$ cat src/rtl/oled_text_buffer.sv
// oled_text_buffer: 16x4 character-cell frame buffer with per-cell dirty tracking
// that redraws dirty cells one at a time through a start/done character generator.
`default_nettype none

module oled_text_buffer (
  input  logic       clk_50m,
  input  logic       rst_n,
  input  logic       init_done,
  input  logic       char_we,
  input  logic [5:0] char_addr,
  input  logic [7:0] char_data,
  input  logic       refresh_all,
  output logic       cg_start,
  output logic [7:0] cg_ascii,
  output logic [6:0] cg_x,
  output logic [3:0] cg_y,
  input  logic       cg_busy,
  input  logic       cg_done,
  output logic       text_busy
);

  typedef enum logic [1:0] {
    IDLE  = 2'd0,
    SCAN  = 2'd1,
    ISSUE = 2'd2,
    WAIT  = 2'd3
  } state_t;

  state_t      state;
  state_t      state_next;
  logic [7:0]  cells [64];
  logic [63:0] dirty;
  logic [63:0] dirty_next;
  logic [5:0]  scan_ptr;
  logic [7:0]  wr_data;
  logic        load_draw;

  // Busy from the generator is status only; sequencing relies on cg_done.
  logic unused_cg_busy;
  assign unused_cg_busy = cg_busy;

  always_comb begin
    wr_data = 8'h20;
    if (char_data >= 8'h20 && char_data <= 8'h7E) begin
      wr_data = char_data;
    end
  end

  // Later assignments take priority: a write or refresh in the ISSUE cycle keeps the cell dirty.
  always_comb begin
    dirty_next = dirty;
    if (state == ISSUE) begin
      dirty_next[scan_ptr] = 1'b0;
    end
    if (char_we) begin
      dirty_next[char_addr] = 1'b1;
    end
    if (refresh_all) begin
      dirty_next = '1;
    end
  end

  always_comb begin
    state_next = state;
    case (state)
      IDLE: begin
        if (init_done) begin
          state_next = SCAN;
        end
      end
      SCAN: begin
        if (!init_done) begin
          state_next = IDLE;
        end else if (dirty[scan_ptr]) begin
          state_next = ISSUE;
        end
      end
      ISSUE: begin
        state_next = WAIT;
      end
      WAIT: begin
        if (cg_done) begin
          state_next = init_done ? SCAN : IDLE;
        end
      end
      default: begin
        state_next = IDLE;
      end
    endcase
  end

  assign load_draw = (state == SCAN) && (state_next == ISSUE);

  always_ff @(posedge clk_50m or negedge rst_n) begin
    if (!rst_n) begin
      state <= IDLE;
    end else begin
      state <= state_next;
    end
  end

  always_ff @(posedge clk_50m or negedge rst_n) begin
    if (!rst_n) begin
      dirty <= '1;
      for (int i = 0; i < 64; i++) begin
        cells[i] <= 8'h20;
      end
    end else begin
      dirty <= dirty_next;
      if (char_we) begin
        cells[char_addr] <= wr_data;
      end
    end
  end

  always_ff @(posedge clk_50m or negedge rst_n) begin
    if (!rst_n) begin
      scan_ptr <= 6'd0;
    end else if ((state == SCAN && state_next == SCAN) || (state == WAIT && cg_done)) begin
      scan_ptr <= scan_ptr + 6'd1;
    end
  end

  // Draw parameters are captured on entry to ISSUE so they are valid alongside cg_start.
  always_ff @(posedge clk_50m or negedge rst_n) begin
    if (!rst_n) begin
      cg_ascii <= 8'h20;
      cg_x     <= 7'd0;
      cg_y     <= 4'd0;
    end else if (load_draw) begin
      cg_ascii <= cells[scan_ptr];
      cg_x     <= {scan_ptr[3:0], 3'b000};
      cg_y     <= {1'b0, scan_ptr[5:4], 1'b0};
    end
  end

  assign cg_start  = (state == ISSUE);
  assign text_busy = (|dirty) || (state == ISSUE) || (state == WAIT);

endmodule

`default_nettype wire

$ cat config.mk
export PLATFORM = sky130hd
export DESIGN_NAME = oled_text_buffer
export DESIGN_NICKNAME = d
export VERILOG_FILES = /design/src/rtl/oled_text_buffer.sv
export SDC_FILE = /design/constraint.sdc
export NUM_CORES = 1
export LEC_CHECK = 0
export BUFFER_PORTS_ARGS = -buffer_cell sky130_fd_sc_hd__buf_4
export CAP_MARGIN = 20
export CORE_UTILIZATION = 63
export DETAILED_ROUTE_END_ITERATION = 8
export PLACE_DENSITY = 0.91
export SLEW_MARGIN = 20
export SYNTH_ARGS = -nofsm -noshare
export SYNTH_HDL_FRONTEND = slang
export SYNTH_SLANG_ARGS = --single-unit
$ cat constraint.sdc
create_clock -name clk_50m -period 3.1 [get_ports clk_50m]
set_input_delay 0.155 -clock clk_50m [delete_from_list [all_inputs] [get_ports clk_50m]]
set_output_delay 0.155 -clock clk_50m [all_outputs]
set_load 0.02 [all_outputs]
Word level (Yosys, flattened, before mapping)
Index checks and enable logic that the tools add are counted.

Register bits: 598. Latch bits: 0. Memory bits (writable): 0. ROM bits: 0. Input port bits: 21. Memories: 0.

$add $sub $neg: 1. Multipliers: 0. Div/mod/pow operators: 0. $lt $le $gt $ge: 9. Equality and inequality tests: 5. Shift-type cells: 0. Multiplexer cells: 22. Bitwise gates (word level): 5. Reductions and logical operators: 12.

Operators by type and width (number): $bwmux 512 (1); $mux 64 (3); $and 64x64->64 (1); $not 64->64 (1); $or 64x64->64 (1); $reduce_or 64->1 (1); $bmux 8 s6 (1); $demux 8 s6 (1); $mux 8 (4); $ge 7x7->1 const B (2); $lt 6x7->1 const B (2); $not 6->7 (2); $demux 1 s6 (2); $ge 6x1->1 const B (2); $ge 8x6->1 const B (1); $le 8x7->1 const B (1); $mux 2 (4); $pmux 2 s4 (1); $logic_and 1x1->1 (7); $lt 7x1->1 const B (1); $add 6x1->6 const B (1); $bmux 1 s6 (1); $eq 2x2->1 const B (3); $eq 2x1->1 const B (2); other kinds (3) (8).

Depth between registers and ports, before layout
Depth after elaboration: 10. Depth in mapped cells: 12.

Worst setup path before layout
No wires, ideal clock.

Kind: flip-flop to flip-flop. Start point: register scan_ptr[1]. End point: register cg_ascii[2]. Library setup time: 0.125 ns. Arrival: 2.469 ns. Data required time: 2.975 ns. Slack: 0.507 ns. Stages on the path, launching flop included: 11. Cells stage by stage: dfrtp_1 -> buf_6 -> mux2_4 -> a22o_1 -> a211oi_2 -> o32ai_1 -> or4_1 -> buf_2 -> nand3_4 -> buf_12 -> mux2_2.

Word-level cells in the longest chain between the ends: 7. Elaborated cells on any way between the ends: 11. Those cells by class: eq/ne: 1; mux: 8; bitwise: 1; reduce/logical: 1.

Ends and longest elaborated chain: start: declaration (RTL line 34) `logic [5:0] scan_ptr;`; start signal: assignment (RTL line 120) `scan_ptr <= scan_ptr + 6'd1;`; $bmux 1 s6 (RTL line 74) `end else if (dirty[scan_ptr]) begin`; $mux 1 (implied by the code) (RTL line 74); $mux 2 (RTL line 74); $mux 2 (RTL line 72) `if (!init_done) begin`; $pmux 2 s4 (RTL line 65) `case (state)`; $eq 2x2->1 (RTL line 92) `assign load_draw = (state == SCAN) && (state_next == ISSUE);`; $logic_and 1x1->1 (RTL line 92); end signal: assignment (RTL line 131) `cg_ascii <= cells[scan_ptr];`; end: declaration (RTL line 14) `output logic [7:0] cg_ascii,`.

Parallel ways exist; a longest one is shown, timed or not. The select of a mux whose other input is x is not followed. A chain may end at the register's enable or synchronous reset.

Worst setup path in the final report
Start point: register scan_ptr[2]. End point: register cg_x[4].

Word-level cells in the longest chain between the ends: 7.

Ends and longest elaborated chain: $bmux 1 s6 (RTL line 74); $mux 1 (implied by the code) (RTL line 74); $mux 2 (RTL line 74); $mux 2 (RTL line 72); $pmux 2 s4 (RTL line 65); $eq 2x2->1 (RTL line 92); $logic_and 1x1->1 (RTL line 92); end signal: assignment (RTL line 132) `cg_x <= {scan_ptr[3:0], 3'b000};`; end: declaration (RTL line 15) `output logic [6:0] cg_x,`.

No other way between the ends. The select of a mux whose other input is x is not followed.

==> results.py <==
metrics = {
    "status": {
        "status": "completed",
    },
    "clocking": {
        "cts_inserted_buffers": 57,
        "cts_buffer_depth": 3,
        "clk_latency_ns": 0.65,
        "cts.sinks": 598,
        "cts_root_buffer": "clkbuf_16",
        "postCtsSetupBuffers": 0,
        "cts.htree.levels": 2,
        "cts.reportedPaths.clkPinSlew_ns": 0.06,
        "tritoncts": "yes",
    },
    "power_and_ir_drop": {
        "p_per_area_nw_per_um2": 735,
        "combinationalPowerShare_pct": 23.0,
        "peakVddDrop_mv": 0.494,
        "p_clk_share_pct": 33.6,
        "p_switching_uw": 6990,
        "leakagePower_uw": 0.0121,
        "power.internal_uw": 14000,
        "pwr-share-seq_pct": 43.4,
        "swShare_pct": 33.2,
    },
    "worst_setup_path": {
        "path_max_fanout": 19,
        "worstPathCellList": "buf_12 -> and3b_2 -> a222oi_1 -> o22ai_1 -> or4_1 -> nand3_4 -> mux2_2",
        "cp.arrival_ns": 3.57,
        "cpMaxStageDelayCell": "dfrtp_4",
        "crit_path_end_kind": "flop",
        "critPathKind": "reg2reg",
        "start_kind": "flop",
        "max_stage_delay_ns": 0.60,
        "worst-r2r-cell-count": 7,
        "required_ns": 3.62,
    },
    "floorplan": {
        "dieHeight_microns": 204,
        "dieArea_sq_um": 41600,
        "start_util_pct": 64.2,
        "die_w_microns": 204,
        "core_sq_um": 40000,
        "rows": 73,
        "ios": 42,
    },
    "timing": {
        "period_needed_ns": 3.05,
        "fin_crit_sh_pct": 98.4,
        "slew_headroom_pct": 33.3,
        "final-max-slew-violation-count": 0,
        "final.setup.tns_ns": 0,
        "setup_ws_ns": 0.0482,
        "setup_viol": 0,
        "hold_viol": 0,
        "rsz0062_at_grt": "no",
        "clock_skew_ns": 0.0238,
        "worstMarginPinSlew_ns": 0.992,
        "fmax_mhz": 328,
    },
    "run": {
        "maxCapViolCount": 0,
    },
    "final_layout": {
        "layout_commonest_cell": "nand2_1",
        "final_cell_mix": "nand2_1, dfrtp_1, o21ai_0",
        "multi_input_area_sq_um": 9730,
        "drive_above_1_share_pct": 14.6,
        "fillers": 2624,
        "nets": 2555,
        "diodes": 0,
        "syn_to_final_growth_pct": 11.4,
        "seqCellArea_sq_um": 15100,
    },
    "grt": {
        "grt_max_degree": 88,
        "antenna_found_initial": 3,
        "grtUsageTotal_pct": 39.1,
        "grt_overflow": 0,
        "grt_pass1_vias": 21900,
        "grt_first_pass_wirelength_microns": 124000,
    },
    "synthesis": {
        "synth-seq-cells": 598,
        "synthCells": 2570,
        "yosys_warnings": 0,
        "synth.distinct_cells": 51,
        "yosys.area_share.xor_xnor_pct": 0,
        "synth-simple-area-share_pct": 13.8,
        "syn_avg_cell_area_sq_um": 10.0,
        "yosys_most_used_dff": "dfrtp_1",
        "synth.mux.area_fraction_pct": 1.53,
        "synth_seq_area_share_pct": 58.9,
        "synth_fa_ha_area_share_pct": 0.0487,
        "synth_area_sq_um": 25700,
        "synth_top_family_by_area": "compound AO/OA/AOI/OAI gates",
        "synth-compound-area-share_pct": 22.0,
        "synth_edf_count": 0,
        "async_reset_ff_share_pct": 100,
    },
    "drt": {
        "wl_per_cell_microns": 25.6,
        "drt-initial-drc-count": 3276,
        "drt-pass1-iter-count": 7,
        "route.detailed.drc": 0,
        "ant_nets": 0,
        "vias_per_cell": 7.06,
        "wirelength_microns": 79700,
        "vias": 21900,
    },
    "placed_design": {
        "dpl_worst_slack_ns": 0.0352,
        "hpwlAfterDp_microns": 47800,
        "io_buffers": 35,
        "gp_congestion": 0.977,
    },
    "min_path": {
        "hold_path_class": "in2async",
    },
}
==> worst max-delay path: cells and delay by family (launching register included) <==
family,cells,cell delay (ns)
AND/OR/NAND/NOR,3,1.05
AO/OA/AOI/OAI,2,0.67
flip-flops,1,0.60
multiplexers,1,0.38
buffers and inverters,1,0.21
==> cell usage after synthesis, types with 4 or more instances <==
cell | n | share of area (%)
buf_1 | 17 | 0.25
dfrtp_1 | 469 | 46
nor3b_1 | 6 | 0.18
nor2_1 | 21 | 0.31
o21ai_0 | 452 | 8.8
mux2_2 | 9 | 0.39
inv_1 | 6 | 0.088
a221o_1 | 64 | 2.5
nand3_1 | 17 | 0.33
o211ai_1 | 10 | 0.29
nand2b_1 | 5 | 0.12
and2_1 | 67 | 1.6
a21oi_1 | 30 | 0.58
mux2_1 | 5 | 0.22
nor4_1 | 23 | 0.56
nand3b_1 | 4 | 0.12
clkbuf_1 | 180 | 2.6
a211oi_1 | 5 | 0.15
dfstp_2 | 129 | 13
a22o_1 | 42 | 1.4
and3_1 | 7 | 0.17
a22oi_1 | 181 | 5.3
nor3_1 | 17 | 0.33
buf_4 | 8 | 0.23
mux2i_1 | 22 | 0.86
a221oi_1 | 41 | 1.4
buf_2 | 17 | 0.33
a31oi_1 | 41 | 1.0
nand4_1 | 33 | 0.80
nand2_1 | 607 | 8.9
==> registers in the layout (all words and copies together) (netlist names) <==
signal / count
cells: 512
cg_ascii: 8
cg_x: 4
cg_y: 2
dirty: 64
scan_ptr: 6
state: 2
==> metal layers <==
| layer | GRT usage (%) | part of all wire, % | up-vias |
|---|---|---|---|
| li1 | - | - | 9123 |
| met1 | 49.4 | 34 | 10700 |
| met2 | 58.5 | 44 | 1675 |
| met4 | 25.5 | 7.1 | 6 |
| met5 | 0 | 0.058 | - |
| met3 | 12.3 | 14 | 455 |
==> worst paths after layout <==
| path | slack, ns | from | endpoint |
|---|---|---|---|
| min reg2reg | 0.48 | cells[459]$_DFFE_PN0P_ | cells[459]$_DFFE_PN0P_ |
| max in group asynchronous | 1.97 | rst_n | cells[43]$_DFFE_PN0P_ |
| min in group clk_50m | 0.17 | refresh_all | dirty[52]$_DFF_PN1_ |
| max | 0.05 | scan_ptr[2]$_DFFE_PN0P_ | cg_x[4]$_DFFE_PN0P_ |
| min | 0.17 | rst_n | cells[286]$_DFFE_PN0P_ |
| max reg2reg | 0.05 | scan_ptr[2]$_DFFE_PN0P_ | cg_x[4]$_DFFE_PN0P_ |
==> metrics by stage <==
| stage | total power (uW) | area [sq um] | std cells | hold slack [ns] | util (%) |
|---|---|---|---|---|---|
| global route | 21600 | 28600 | 3107 | 0.194 | 71.5 |
| CTS | 20800 | 28600 | 3107 | 0.149 | 71.5 |
| global placement | 13600 | 26700 | 2995 | 0.234 | 66.6 |
| finish | 21000 | 28600 | 3107 | 0.172 | 71.5 |
| detailed placement | 13800 | 26700 | 2995 | 0.245 | 66.6 |
| floorplan | 11700 | 25700 | 2574 | -0.141 | - |
==> area by class of cell <==
cell class | count | share of cell area, %
clock buffers | 92 | 5.86
flip-flops and latches | 598 | 52.9
well taps | 525 | 2.30
multi-input cells | 1743 | 34.0
clock inverters | 16 | 0.721
repair buffers | 126 | 4.15
inverters | 7 | 0.0918
==> power by group through the flow <==
stage	clock, uW	combinational [uW]	sequential (uW)
4_1_cts	7060	4600	9100
2_1_floorplan	0	2690	9020
6_report	7070	4830	9130
3_3_place_gp	0	4420	9170
5_1_grt	7370	5010	9190
3_5_place_dp	0	4560	9220
==> what timing repair did <==
| item | CTS | global route |
|---|---|---|
| endpoints found under the hold margin | 81 | 0 |
| pin swaps | 0 | 1 |
| setup endpoints to repair | 1 | 4 |
| hold buffers | 4 | 0 |
| gates resized for setup | 1 | 6 |
==> logic make-up after synthesis <==
| group | after synthesis |
|---|---|
| AO/OA/AOI/OAI | 882 |
| adder cells (fa/ha/maj) | 1 |
| buffers and inverters | 233 |
| flip-flops | 598 |
| multiplexers | 37 |
| other | 1 |
| AND/OR/NAND/NOR | 818 |
No activity file was read; power rests on OpenSTA's default activity.
